### config.mk
export PLATFORM = sky130hd
export DESIGN_NAME = pixel_write_arbiter
export DESIGN_NICKNAME = d
export VERILOG_FILES = /design/src/rtl/pixel_write_arbiter_pkg.sv /design/src/rtl/pixel_fifo.sv /design/src/rtl/pixel_write_arbiter.sv
export SDC_FILE = /design/constraint.sdc
export NUM_CORES = 1
export LEC_CHECK = 0
export CAP_MARGIN = 20
export CELL_PAD_IN_SITES_DETAIL_PLACEMENT = 1
export CELL_PAD_IN_SITES_GLOBAL_PLACEMENT = 2
export CORE_MARGIN = 4
export CORE_UTILIZATION = 48
export CTS_BUF_LIST = sky130_fd_sc_hd__clkbuf_8
export CTS_CLUSTER_SIZE = 20
export DETAILED_ROUTE_END_ITERATION = 16
export GPL_TIMING_DRIVEN = 0
export PLACE_DENSITY = 0.95
export SLEW_MARGIN = 20
export SYNTH_ARGS = -nofsm -noshare
export SYNTH_HDL_FRONTEND = slang
export SYNTH_SLANG_ARGS = --single-unit
### constraint.sdc
create_clock -name Clock -period 11.45 [get_ports Clock]
set_input_delay 2.29 -clock Clock [delete_from_list [all_inputs] [get_ports Clock]]
set_output_delay 2.29 -clock Clock [all_outputs]
set_load 0.02 [all_outputs]
### src/rtl/pixel_write_arbiter_pkg.sv
// Shared screen geometry and pixel type for the pixel write arbiter.
// Used by pixel_write_arbiter and pixel_fifo.
package pixel_write_arbiter_pkg;

    localparam int unsigned SCREEN_W = 160;
    localparam int unsigned SCREEN_H = 120;

    localparam int unsigned X_W      = 8;
    localparam int unsigned Y_W      = 7;
    localparam int unsigned COLOUR_W = 3;

    // One pixel write as seen by the VGA adapter: {x, y, colour}, 18 bits.
    typedef struct packed {
        logic [X_W-1:0]      x;
        logic [Y_W-1:0]      y;
        logic [COLOUR_W-1:0] colour;
    } pixel_t;

    localparam int unsigned PIXEL_W = $bits(pixel_t);

endpackage : pixel_write_arbiter_pkg

### src/rtl/pixel_fifo.sv
// Synchronous FIFO with push/pop, full/empty flags and an occupancy count.
// Push is ignored while full and pop is ignored while empty; the read port
// shows the head entry combinationally.
module pixel_fifo #(
    parameter int unsigned WIDTH = 18,
    parameter int unsigned DEPTH = 8
) (
    input  logic                       clk,
    input  logic                       rst,
    input  logic                       push,
    input  logic                       pop,
    input  logic [WIDTH-1:0]           wdata,
    output logic [WIDTH-1:0]           rdata,
    output logic                       full,
    output logic                       empty,
    output logic [$clog2(DEPTH):0]     count
);

    localparam int unsigned AW = $clog2(DEPTH);
    localparam int unsigned CW = AW + 1;
    localparam logic [CW-1:0] DEPTH_CNT = CW'(DEPTH);

    logic [WIDTH-1:0] mem_q [DEPTH];
    logic [AW-1:0]    wr_ptr_q, wr_ptr_d;
    logic [AW-1:0]    rd_ptr_q, rd_ptr_d;
    logic [CW-1:0]    count_q, count_d;
    logic             push_ok_s, pop_ok_s;

    assign full  = (count_q == DEPTH_CNT);
    assign empty = (count_q == {CW{1'b0}});
    assign count = count_q;
    assign rdata = mem_q[rd_ptr_q];

    // Qualify requests against the flags and compute next pointers/count.
    always_comb begin
        push_ok_s = push && !full;
        pop_ok_s  = pop && !empty;
        wr_ptr_d  = push_ok_s ? (wr_ptr_q + AW'(1)) : wr_ptr_q;
        rd_ptr_d  = pop_ok_s  ? (rd_ptr_q + AW'(1)) : rd_ptr_q;
        case ({push_ok_s, pop_ok_s})
            2'b10:   count_d = count_q + CW'(1);
            2'b01:   count_d = count_q - CW'(1);
            default: count_d = count_q;
        endcase
    end

    // Pointer and occupancy registers; reset discards all contents.
    always_ff @(posedge clk or posedge rst) begin
        if (rst) begin
            wr_ptr_q <= {AW{1'b0}};
            rd_ptr_q <= {AW{1'b0}};
            count_q  <= {CW{1'b0}};
        end else begin
            wr_ptr_q <= wr_ptr_d;
            rd_ptr_q <= rd_ptr_d;
            count_q  <= count_d;
        end
    end

    // Storage array; entries are only meaningful between the pointers, so no reset.
    always_ff @(posedge clk) begin
        if (push_ok_s) begin
            mem_q[wr_ptr_q] <= wdata;
        end
    end

endmodule : pixel_fifo

### src/rtl/pixel_write_arbiter.sv
// Pixel write arbiter in front of the 160x120 VGA adapter.
// Accepts pixels from the background and object drawers (valid/ready),
// arbitrates, clips off-screen pixels, buffers them in pixel_fifo and drains
// one pixel per clock into registered plot/vga_* outputs.
// Build option: PIXARB_ROUND_ROBIN_EN selects round-robin arbitration
// instead of fixed background priority.
module pixel_write_arbiter
    import pixel_write_arbiter_pkg::*;
#(
    parameter int unsigned FIFO_DEPTH = 8,
    parameter int unsigned X_MAX      = SCREEN_W,
    parameter int unsigned Y_MAX      = SCREEN_H
) (
    input  logic                Clock,
    input  logic                Reset,
    input  logic                bg_valid,
    input  logic [X_W-1:0]      bg_x,
    input  logic [Y_W-1:0]      bg_y,
    input  logic [COLOUR_W-1:0] bg_colour,
    output logic                bg_ready,
    input  logic                obj_valid,
    input  logic [X_W-1:0]      obj_x,
    input  logic [Y_W-1:0]      obj_y,
    input  logic [COLOUR_W-1:0] obj_colour,
    output logic                obj_ready,
    output logic                plot,
    output logic [X_W-1:0]      vga_x,
    output logic [Y_W-1:0]      vga_y,
    output logic [COLOUR_W-1:0] vga_colour,
    output logic                fifo_empty,
    output logic [7:0]          drop_count
);

    localparam int unsigned CNT_W = $clog2(FIFO_DEPTH) + 1;

    logic             full_s, empty_s;
    logic [CNT_W-1:0] count_s;
    pixel_t           rd_px_s, acc_px_s;
    logic             accept_s, clip_s, push_s, pop_s;

    logic             plot_q, plot_d;
    pixel_t           vga_q, vga_d;
    logic [7:0]       drop_q, drop_d;

`ifdef PIXARB_ROUND_ROBIN_EN
    // prio_obj_q marks which source wins the next contention; it starts with
    // the object drawer and flips to the other source after every grant.
    logic prio_obj_q, prio_obj_d;

    // Round-robin ready: a source loses only if the other is valid and holds priority.
    always_comb begin
        bg_ready  = !full_s && !(obj_valid && prio_obj_q);
        obj_ready = !full_s && !(bg_valid && !prio_obj_q);
    end

    // Hand priority to the source that was not just granted.
    always_comb begin
        if (bg_valid && bg_ready) begin
            prio_obj_d = 1'b1;
        end else if (obj_valid && obj_ready) begin
            prio_obj_d = 1'b0;
        end else begin
            prio_obj_d = prio_obj_q;
        end
    end

    // Priority register.
    always_ff @(posedge Clock or posedge Reset) begin
        if (Reset) begin
            prio_obj_q <= 1'b1;
        end else begin
            prio_obj_q <= prio_obj_d;
        end
    end
`else
    // Fixed priority: background always wins, object only when background idle.
    always_comb begin
        bg_ready  = !full_s;
        obj_ready = !full_s && !bg_valid;
    end
`endif

    // Select the accepted pixel and decide whether it is buffered or clipped.
    always_comb begin
        accept_s = 1'b0;
        acc_px_s = '0;
        if (bg_valid && bg_ready) begin
            accept_s = 1'b1;
            acc_px_s = {bg_x, bg_y, bg_colour};
        end else if (obj_valid && obj_ready) begin
            accept_s = 1'b1;
            acc_px_s = {obj_x, obj_y, obj_colour};
        end else begin
            accept_s = 1'b0;
            acc_px_s = '0;
        end
        clip_s = accept_s && ((32'(acc_px_s.x) >= X_MAX) || (32'(acc_px_s.y) >= Y_MAX));
        push_s = accept_s && !clip_s;
    end

    // The adapter has no back-pressure, so drain whenever anything is buffered.
    assign pop_s = !empty_s;

    pixel_fifo #(
        .WIDTH (PIXEL_W),
        .DEPTH (FIFO_DEPTH)
    ) u_fifo (
        .clk   (Clock),
        .rst   (Reset),
        .push  (push_s),
        .pop   (pop_s),
        .wdata (acc_px_s),
        .rdata (rd_px_s),
        .full  (full_s),
        .empty (empty_s),
        .count (count_s)
    );

    // Next output state: load on pop, otherwise hold coordinates and drop the strobe.
    always_comb begin
        if (pop_s) begin
            plot_d = 1'b1;
            vga_d  = rd_px_s;
        end else begin
            plot_d = 1'b0;
            vga_d  = vga_q;
        end
    end

    // Saturating count of clipped pixels.
    always_comb begin
        if (clip_s && (drop_q != 8'hFF)) begin
            drop_d = drop_q + 8'd1;
        end else begin
            drop_d = drop_q;
        end
    end

    // Output and drop-counter registers.
    always_ff @(posedge Clock or posedge Reset) begin
        if (Reset) begin
            plot_q <= 1'b0;
            vga_q  <= '0;
            drop_q <= 8'd0;
        end else begin
            plot_q <= plot_d;
            vga_q  <= vga_d;
            drop_q <= drop_d;
        end
    end

    assign plot       = plot_q;
    assign vga_x      = vga_q.x;
    assign vga_y      = vga_q.y;
    assign vga_colour = vga_q.colour;
    assign drop_count = drop_q;
    assign fifo_empty = (count_s == {CNT_W{1'b0}}) && !plot_q;

endmodule : pixel_write_arbiter
# Yosys cells after proc, flatten, opt, wreduce, memory -nomap -nowiden
# Memory sizes are Yosys's and may differ from the RTL's. A register that Yosys moved wholly into a read port is not among the register bits.
# Cells that the tools add are included.
dict set report totals {
  register_bits 19
  ramBits 144
  output_inout_bits 30
  elab_cells 42
  memories 1
}
dict set report op_classes {
  addsub 5
  magnitude_cmp 2
  n_eq_ne 4
  n_mux 8
  reduce_logical 17
}
# name depth width rd rd_clocked_by_memory_dff wr line_no
set memory_table {}
lappend memory_table {u_fifo.mem_q 8 18 1 1 1 pixel_fifo.sv:23} ;# logic [WIDTH-1:0] mem_q [DEPTH];
# cell count
set ops {}
lappend ops {{$mux W18} 2}
lappend ops {{$add A8 B1 Y8 const B} 1}
lappend ops {{$ge A8 B8 Y1 const B} 1}
lappend ops {{$logic_and A1 B1 Y1} 8}
lappend ops {{$ne A8 B8 Y1 const B} 1}
lappend ops {{$pmux W4 S2} 1}
lappend ops {{$ge A7 B7 Y1 const B} 1}
lappend ops {{$add A3 B1 Y3 const B} 2}
lappend ops {{$logic_not A1 Y1} 6}
lappend ops {{$mux W1} 5}
lappend ops {{$add A4 B1 Y4 const B} 1}
lappend ops {{$eq A4 B4 Y1 const B} 1}
lappend ops {{$logic_not A4 Y1} 1}
lappend ops {{$sub A4 B1 Y4 const B} 1}
lappend ops {{$eq A2 B1 Y1 const B} 1}
lappend ops {{$eq A2 B2 Y1 const B} 1}
lappend ops {{$reduce_bool A2 Y1} 1}
lappend ops {{$logic_or A1 B1 Y1} 1}

# Logic depth before layout (Yosys ltp)
# Gate-level depths: netlist of the first run.
dict set report depth {
  ltp_word 14
  mapped_depth 12
  mapped_depth_nobuf 11
}

# Cells and area by module
# A second synthesis of the first run with hierarchy kept.
dict set report unflattened {
  cells_unflattened 382
  area_unflattened_um2 7543.5
}
# module n_inst cells_each area_each_um2 seq_area_each_um2
set modules_own_cells {}
lappend modules_own_cells {pixel_fifo 1 276 6157.2 4574.4}
lappend modules_own_cells {pixel_write_arbiter 1 106 1386.3 675.6}

# Worst setup path after synthesis of the first run
# Ideal clock, no wire load.
dict set report synth_path {
  kind {input to register}
  start {input bg_valid}
  end {memory u_fifo.mem_q[0][0] (enable)}
  setup_ns 0.439
  t_arrival_ns 5.060
  path_slack_ns 5.951
  path_stages 6
  cell_sequence {clkbuf_1 > nand4b_1 > a21oi_1 > o22ai_4 > nand3_4 > nor4_1}
}
dict set report synth_between {
  elab_chain_cells 13
  elab_cells_between_ends 17
  classes_between {order compare: 2; mux: 6; reduce/logical: 9}
}
# element line_no
set synth_rtl {}
lappend synth_rtl {{from (decl)} pixel_write_arbiter.sv:16} ;# input logic bg_valid,
lappend synth_rtl {{$logic_not A1 Y1} pixel_write_arbiter.sv:79} ;# obj_ready = !full_s && !bg_valid;
lappend synth_rtl {{$logic_and A1 B1 Y1} pixel_write_arbiter.sv:79}
lappend synth_rtl {{$logic_and A1 B1 Y1} pixel_write_arbiter.sv:90} ;# end else if (obj_valid && obj_ready) begin
lappend synth_rtl {{$mux W18} pixel_write_arbiter.sv:90}
lappend synth_rtl {{$mux W18} pixel_write_arbiter.sv:87} ;# if (bg_valid && bg_ready) begin
lappend synth_rtl {{$ge A8 B8 Y1 or $ge A7 B7 Y1 (tied branches)} pixel_write_arbiter.sv:97} ;# clip_s = accept_s && ((32'(acc_px_s.x) >= X_MAX) || (32'(acc_px_s.y) >= Y_MAX));
lappend synth_rtl {{$logic_or A1 B1 Y1} pixel_write_arbiter.sv:97}
lappend synth_rtl {{$logic_and A1 B1 Y1} pixel_write_arbiter.sv:97}
lappend synth_rtl {{$logic_not A1 Y1} pixel_write_arbiter.sv:98} ;# push_s = accept_s && !clip_s;
lappend synth_rtl {{$logic_and A1 B1 Y1 (*)} pixel_write_arbiter.sv:98}
lappend synth_rtl {{$logic_and A1 B1 Y1 (*)} pixel_fifo.sv:36} ;# push_ok_s = push && !full;
lappend synth_rtl {{$mux W1 (*)} pixel_fifo.sv:62} ;# if (push_ok_s) begin
lappend synth_rtl {{$mux W1 (implied by the code) (*)} pixel_fifo.sv:63} ;# mem_q[wr_ptr_q] <= wdata;
lappend synth_rtl {{to (decl)} pixel_fifo.sv:23}
# Mark *: on every way between the ends. The rest lies on a longest branch, timed or not.

# Final worst setup path of the first run
dict set report layout_path {
  start {input bg_valid}
  end {output obj_ready}
}
dict set report layout_between {
  elab_chain_cells 2
}
# element line_no
set layout_rtl {}
lappend layout_rtl {{$logic_not A1 Y1} pixel_write_arbiter.sv:79}
lappend layout_rtl {{$logic_and A1 B1 Y1} pixel_write_arbiter.sv:79}
lappend layout_rtl {{to (decl)} pixel_write_arbiter.sv:25} ;# output logic obj_ready,
# Every way passes these cells.

==> results.sh, run 1 <==
export IMPL_outcome="complete, no violations"
export IMPL_htreeDepth=4
export IMPL_power_internal_uw=1500
export IMPL_row_count=45
export IMPL_clk_pin_slew_worst_paths_ns=0.08
export IMPL_root_buffer="clkbuf_8"
export IMPL_relSlewSlack_pct=38.1
export IMPL_synth_edf_count=144
export IMPL_grt_overflow=0
export IMPL_syn_area_per_cell_um2=18.1
export IMPL_syn_cell_area_mm2=0.00737
export IMPL_hold_violations=0
export IMPL_worstPathMaxFanout=9
export IMPL_cp_arrival_ns=3.27
export IMPL_syn_num_nets=453
export IMPL_end_kind="output pin"
export IMPL_synth_top_cell_by_area="edfxtp_1"
export IMPL_p_switching_uw=749
export IMPL_r2r_setup_slack_ns=7.96
export IMPL_min_period_ns=5.56
export IMPL_first_pass_iters=4
export IMPL_final_cells=707
export IMPL_grt_pass1_vias=4656
export IMPL_fin_crit_sh_pct=48.5
export IMPL_setup_violations=0
export IMPL_ir_worst_vdd_uv=106
export IMPL_nets=553
export IMPL_grt_setup_unrepaired="false"
export IMPL_reg2reg_to="u_fifo.mem_q[1][5]$_DFFE_PP_"
export IMPL_hold_buffers=0
export IMPL_ys_flop_type="edfxtp_1"
export IMPL_ys_seq_elements=181
export IMPL_grt_pass1_wl_um=27800
export IMPL_min_path_cells=2
export IMPL_skew_ns=0.00881
export IMPL_clkSinkCount=181
export IMPL_dp_cells=675
export IMPL_ys_seq_area_share_pct=71.3
export IMPL_syn_inst=406
export IMPL_cts_resized=0
export IMPL_io_pins=70
export IMPL_dpl_hpwl_um=12600
export IMPL_drive_gt1_share_pct=20.6
export IMPL_worst_pin_slew_ns=0.928
export IMPL_start_util_pct=48.6
export IMPL_cap_violations=0
export IMPL_r2r_start="u_fifo.count[0]$_DFFE_PP0P_"
export IMPL_worstPathCellList="clkbuf_1 -> nor2_1 -> clkdlybuf4s50_1"
export IMPL_vias=4147
export IMPL_core_mm2=0.0151
export IMPL_grt_start_max_net_pins=31
export IMPL_clockPowerShare_pct=21.4
export IMPL_drt_vias_per_instance=5.87
export IMPL_track_usage_pct=21.7
export IMPL_hold_path_class="reg2reg"
export IMPL_crit_path_start_kind="input pin"
export IMPL_rr_worst_depth=6
export IMPL_drt_first_iter_violations=360
export IMPL_place_gp_congestion=0.801
export IMPL_die_x_um=132
export IMPL_swShare_pct=33.3
export IMPL_fmax_mhz=180
export IMPL_combPwrFrac_pct=35.9
export IMPL_dieHeight_um=132
export IMPL_leakage_uw=0.00309
export IMPL_synthTopCellsByArea="edfxtp_1 (59%), dfrtp_1 (13%), mux4_2 (11%)"
export IMPL_drc_errors=0
export IMPL_ant_nets=0
export IMPL_hp_start="vga_x[2]$_DFFE_PP0P_"
export IMPL_slowest_stage="clkdlybuf4s50_1"
export IMPL_clock_latency_ns=0.47
export IMPL_wl_per_cell_um=25.3
export IMPL_crit_type="in2out"
export IMPL_yosysMostFrequentCell="edfxtp_1"
export IMPL_cts_setup_buffers=0
export IMPL_antenna_found_initial=0
export IMPL_p_seq_share_pct=42.8
export IMPL_required_ns=9.16
export IMPL_dieArea_mm2=0.0174
export IMPL_power_density_mw_per_mm2=253
export IMPL_yosys_top_cells_count="edfxtp_1 (144), dfrtp_1 (37), mux4_2 (36), nand2_1 (32), o21ai_0 (20)"
export IMPL_min_to="vga_x[2]$_DFFE_PP0P_"
export IMPL_async_flop_share_pct=20.4
export IMPL_syn2layout_area_growth_pct=20.8
export IMPL_antenna_cells=0
export IMPL_wirelength_um=17900
export IMPL_place_port_buffers=68
export IMPL_synth_top_area_share_pct=58.7
export IMPL_slew_violations=0
export IMPL_slowest_delay_ns=0.57
export IMPL_cts_buffers=17
export IMPL_timing_setup_tns_ns=0
export IMPL_p_total_uw=2250
export IMPL_post_synth_num_cell_types=42
export IMPL_cts_max_path_buffers=2
export IMPL_ys_warn_count=0
export IMPL_cts_tree="done"
[layout make-up]
type / instances / area [µm²]
fillers: 1351 / 6250
flip-flops and latches: 181 / 5250
multi-input cells: 200 / 2050
repair buffers: 81 / 803
well taps: 188 / 235
clock buffers: 17 / 234
clock inverters: 15 / 215
plain buffers: 18 / 80.1
inverters: 7 / 26.3
[how the worst max path moves through the flow]
stage              start  cells after the start                            to  slack, ns
5_1_grt         bg_valid                      3                     obj_ready       5.83
4_1_cts         bg_valid                      3                     obj_ready       5.86
3_3_place_gp   obj_valid                      5  u_fifo.mem_q[0][1]$_DFFE_PP_       3.98
2_1_floorplan   bg_valid                      6  u_fifo.mem_q[0][0]$_DFFE_PP_       5.95
3_5_place_dp    bg_valid                      3                     obj_ready       5.88
6_report        bg_valid                      3                     obj_ready       5.89
[placed cells by master, fill, tap and decap left out, types with 2 or more instances in the layout]
| cell | instances |
|---|---|
| edfxtp_1 | 144 |
| clkdlybuf4s50_1 | 68 |
| dfrtp_1 | 37 |
| mux4_2 | 36 |
| nand2_1 | 32 |
| o21ai_0 | 20 |
| mux2i_1 | 19 |
| clkbuf_8 | 17 |
| a22o_1 | 16 |
| clkbuf_1 | 12 |
| inv_1 | 9 |
| xnor2_1 | 7 |
| buf_4 | 7 |
| a21oi_1 | 6 |
| nor2_1 | 6 |
| ha_1 | 6 |
| clkinvlp_4 | 6 |
| buf_2 | 5 |
| nand3_1 | 5 |
| buf_6 | 5 |
| mux2_2 | 5 |
| bufinv_16 | 5 |
| xor2_1 | 4 |
| nand4_1 | 4 |
| nand2b_1 | 4 |
| nor3_2 | 4 |
| o21a_1 | 2 |
| nor2_4 | 2 |
[per-layer routing]
layer,track usage (%),vias up,part of all wire (%)
li1,-,1806,-
met1,26.8,2190,40
met2,37.3,120,53
met3,4.58,31,4.2
met4,8.87,0,2.6
met5,0,-,0
[kinds of logic (layout without fill, tap and decap cells)]
kind of cell | after synthesis | after routing | share of synthesized area, %
compound gates | 51 | 51 | 5.06
flops | 181 | 181 | 71.3
xor+xnor | 11 | 11 | 1.31
fa+ha+maj | 7 | 7 | 1.29
mux | 61 | 61 | 14.6
buf+inv | 25 | 138 | 1.44
simple gates | 70 | 70 | 5.08
[through the flow]
stage          cell area (µm²)  util [%]  setup WS (ns)  hold WS [ns]
3_3_place_gp              8280      54.7           3.98         0.461
3_5_place_dp              8450      55.8           5.88         0.477
5_1_grt                   8900      58.8           5.83         0.525
6_report                  8900      58.8           5.89         0.488
4_1_cts                   8900      58.8           5.86         0.498
2_1_floorplan             7370         -           5.95         0.465
[state kept, by name (all words and copies together) (netlist names)]
register / count
u_fifo.mem_q: 144
drop_count: 8
vga_x: 8
vga_y: 7
u_fifo.count: 4
u_fifo.rd_ptr_q: 3
u_fifo.wr_ptr_q: 3
vga_colour: 3
plot: 1
[critical path, delay by kind of cell]
kind	cells	cell delay, ns
buffers and inverters	2	0.88
AND/OR/NAND/NOR	1	0.09
[power by group through the flow]
stage	Clock, µW	Sequential [µW]	Combinational [µW]
6_report	481	963	807
5_1_grt	519	976	875
4_1_cts	488	964	821
3_5_place_dp	0	976	816
3_3_place_gp	0	964	742
2_1_floorplan	0	1010	454
(Power assumes the default switching activity.)
==> inputs of run 2 (changes only) <==
--- a/config.mk
+++ b/config.mk
@@ -9,12 +9,12 @@
 export CELL_PAD_IN_SITES_DETAIL_PLACEMENT = 1
 export CELL_PAD_IN_SITES_GLOBAL_PLACEMENT = 2
 export CORE_MARGIN = 4
-export CORE_UTILIZATION = 48
+export CORE_UTILIZATION = 45
 export CTS_BUF_LIST = sky130_fd_sc_hd__clkbuf_8
 export CTS_CLUSTER_SIZE = 20
 export DETAILED_ROUTE_END_ITERATION = 16
 export GPL_TIMING_DRIVEN = 0
-export PLACE_DENSITY = 0.95
+export PLACE_DENSITY = 0.9
 export SLEW_MARGIN = 20
 export SYNTH_ARGS = -nofsm -noshare
 export SYNTH_HDL_FRONTEND = slang
==> constraint.sdc (replaced) <==
create_clock -name Clock -period 5.2 [get_ports Clock]
set_input_delay 1.04 -clock Clock [delete_from_list [all_inputs] [get_ports Clock]]
set_output_delay 1.04 -clock Clock [all_outputs]
set_load 0.02 [all_outputs]
==> run 2 against run 1 <==
  * Clock power up 94%
  * Clock-buffer cell count unchanged
  * Hold slack worse by 0.0047 ns
  * Register-to-register slack worse by 6.2 ns
  * Sequential share of layout area up 0.22 points
  * Via count down 1.5%
  * Worst setup slack worse by 4.4 ns
  * Combinational power up 120%
  * Routed wire length down 4.5%
  * First-iteration DRC count down 7.8%
  * Die area up 6.3%
  * Final cell count up 3.8%
  * Critical path type is now reg2out
  * Largest cell class unchanged
  * Highest routed layer unchanged
==> results.sh, run 2 (synthesis gave the netlist of run 1 again) <==
export IMPL_min_period_ns=3.73
export IMPL_dieArea_mm2=0.0185
export IMPL_io_pins=70
export IMPL_nets=552
export IMPL_rr_worst_depth=7
export IMPL_worst_pin_slew_ns=0.881
export IMPL_fill_cells=1508
export IMPL_antenna_found_initial=0
export IMPL_grt_pass1_wl_um=26600
export IMPL_dpl_instance_area_mm2=0.00848
export IMPL_leakage_uw=0.00307
export IMPL_hold_violations=0
export IMPL_core_mm2=0.0159
export IMPL_timing_setup_tns_ns=0
export IMPL_final_util_pct=55.6
export IMPL_p_total_uw=4800
export IMPL_largest_register="u_fifo.mem_q"
export IMPL_setup_violations=0
export IMPL_layout_common_cells="edfxtp_1 (144), clkdlybuf4s50_1 (68), dfrtp_1 (37), mux4_2 (36), nand2_1 (32)"
export IMPL_place_port_buffers=68
export IMPL_slowest_stage="nor4_1"
export IMPL_final_common_cell="edfxtp_1"
export IMPL_r2r_setup_slack_ns=1.81
export IMPL_cts_max_path_buffers=2
export IMPL_outcome="complete, no violations"
export IMPL_ant_nets=0
export IMPL_cts_resized=0
export IMPL_die_x_um=136
export IMPL_crit_end="fifo_empty"
export IMPL_antenna_cells=0
export IMPL_worstPathCellList="nor4_1 -> inv_1 -> nor2_1 -> clkdlybuf4s50_1"
export IMPL_r2r_start="u_fifo.count[0]$_DFFE_PP0P_"
export IMPL_crit_type="reg2out"
export IMPL_clk_pin_slew_worst_paths_ns=0.09
export IMPL_fin_hold_ws_ns=0.484
export IMPL_drive_gt1_share_pct=21.0
export IMPL_grt_pass1_vias=4561
export IMPL_crit_path_start_kind="register"
export IMPL_relSlewSlack_pct=41.3
export IMPL_clkSinkCount=181
export IMPL_worst_path_buf_inv=2
export IMPL_ir_worst_vdd_uv=254
export IMPL_largest_reg_flops=144
export IMPL_slew_violations=0
export IMPL_place_gp_congestion=0.720
export IMPL_cap_violations=0
export IMPL_power_density_mw_per_mm2=541
export IMPL_vias=4083
export IMPL_cts_setup_buffers=0
export IMPL_row_count=46
export IMPL_root_buffer="clkbuf_8"
export IMPL_hold_buffers=0
export IMPL_track_usage_pct=20.1
export IMPL_cp_startpoint="u_fifo.count[0]$_DFFE_PP0P_"
export IMPL_first_pass_iters=4
export IMPL_drt_first_iter_violations=332
export IMPL_cts_buffers=17
export IMPL_required_ns=4.16
export IMPL_critPathTopFamily="buffers and inverters"
export IMPL_start_util_pct=46.2
export IMPL_dieHeight_um=136
export IMPL_fmax_mhz=268
export IMPL_reg2reg_to="u_fifo.mem_q[6][12]$_DFFE_PP_"
export IMPL_clock_latency_ns=0.47
export IMPL_slowest_delay_ns=0.64
export IMPL_worstPathMaxFanout=5
export IMPL_cp_arrival_ns=2.69
export IMPL_fin_crit_sh_pct=71.7
export IMPL_drt_vias_per_instance=5.56
export IMPL_wirelength_um=17100
export IMPL_end_kind="output pin"
export IMPL_seq_area_mm2=0.00525
export IMPL_grt_setup_unrepaired="false"
export IMPL_dpl_hpwl_um=11900
export IMPL_hold_path_class="reg2reg"
export IMPL_drc_errors=0
export IMPL_htreeDepth=4
export IMPL_wl_per_cell_um=23.2
export IMPL_multi_input_area_mm2=0.00206
export IMPL_fin_area_mm2=0.00887
export IMPL_grt_start_max_net_pins=21
export IMPL_cts_tree="done"
export IMPL_crit_cells=4
export IMPL_grt_overflow=0
export IMPL_skew_ns=0.0153
export IMPL_syn2layout_area_growth_pct=20.3
==> run 2: layout make-up <==
cell class	count	share of cell area, %
Tap cell	216	3.05
Sequential cell	181	59.2
Multi-Input combinational cell	200	23.2
Timing Repair Buffer	80	8.96
Inverter	7	0.296
Buffer	18	0.903
Clock inverter	15	1.71
Clock buffer	17	2.64
==> run 2: worst min-delay path by stage <==
| stage | start | end | slack (ns) | cells after the start |
|---|---|---|---|---|
| global route | vga_x[2]$_DFFE_PP0P_ | vga_x[2]$_DFFE_PP0P_ | 0.51 | 2 |
| finish | vga_x[2]$_DFFE_PP0P_ | vga_x[2]$_DFFE_PP0P_ | 0.48 | 2 |
| detailed placement | vga_x[2]$_DFFE_PP0P_ | vga_x[2]$_DFFE_PP0P_ | 0.47 | 2 |
| floorplan | u_fifo.count[3]$_DFFE_PP0P_ | u_fifo.count[3]$_DFFE_PP0P_ | 0.47 | 1 |
| CTS | vga_x[2]$_DFFE_PP0P_ | vga_x[2]$_DFFE_PP0P_ | 0.49 | 2 |
| global placement | vga_x[2]$_DFFE_PP0P_ | vga_x[2]$_DFFE_PP0P_ | 0.46 | 2 |
==> run 2: worst min-delay path, delay by kind of cell, from the launching register on <==
family,cells,cell delay [ns]
compound gates,1,0.06
simple gates,1,0.05
flops,1,0.35
==> run 2: layer usage <==
layer | vias to the layer above | global-route usage [%] | wire length (µm)
met5 | - | 0 | 0
met4 | 0 | 6.10 | 232
met3 | 16 | 3.85 | 740
met2 | 121 | 35.4 | 9200
met1 | 2140 | 25.3 | 6890
li1 | 1806 | - | -
==> run 2: per-stage QoR <==
stage / worst slack, ns / std cells
floorplan: 0.951 / 406
global placement: -1.16 / 690
detailed placement: 1.27 / 702
CTS: 1.45 / 734
global route: 1.28 / 734
finish: 1.47 / 734
==> run 2: where the power goes <==
group	switching [µW]	total, µW	internal (µW)	leakage (µW)
clock	504	932	428	0.000193
combinational	956	1760	802	0.00112
sequential	175	2110	1940	0.00176
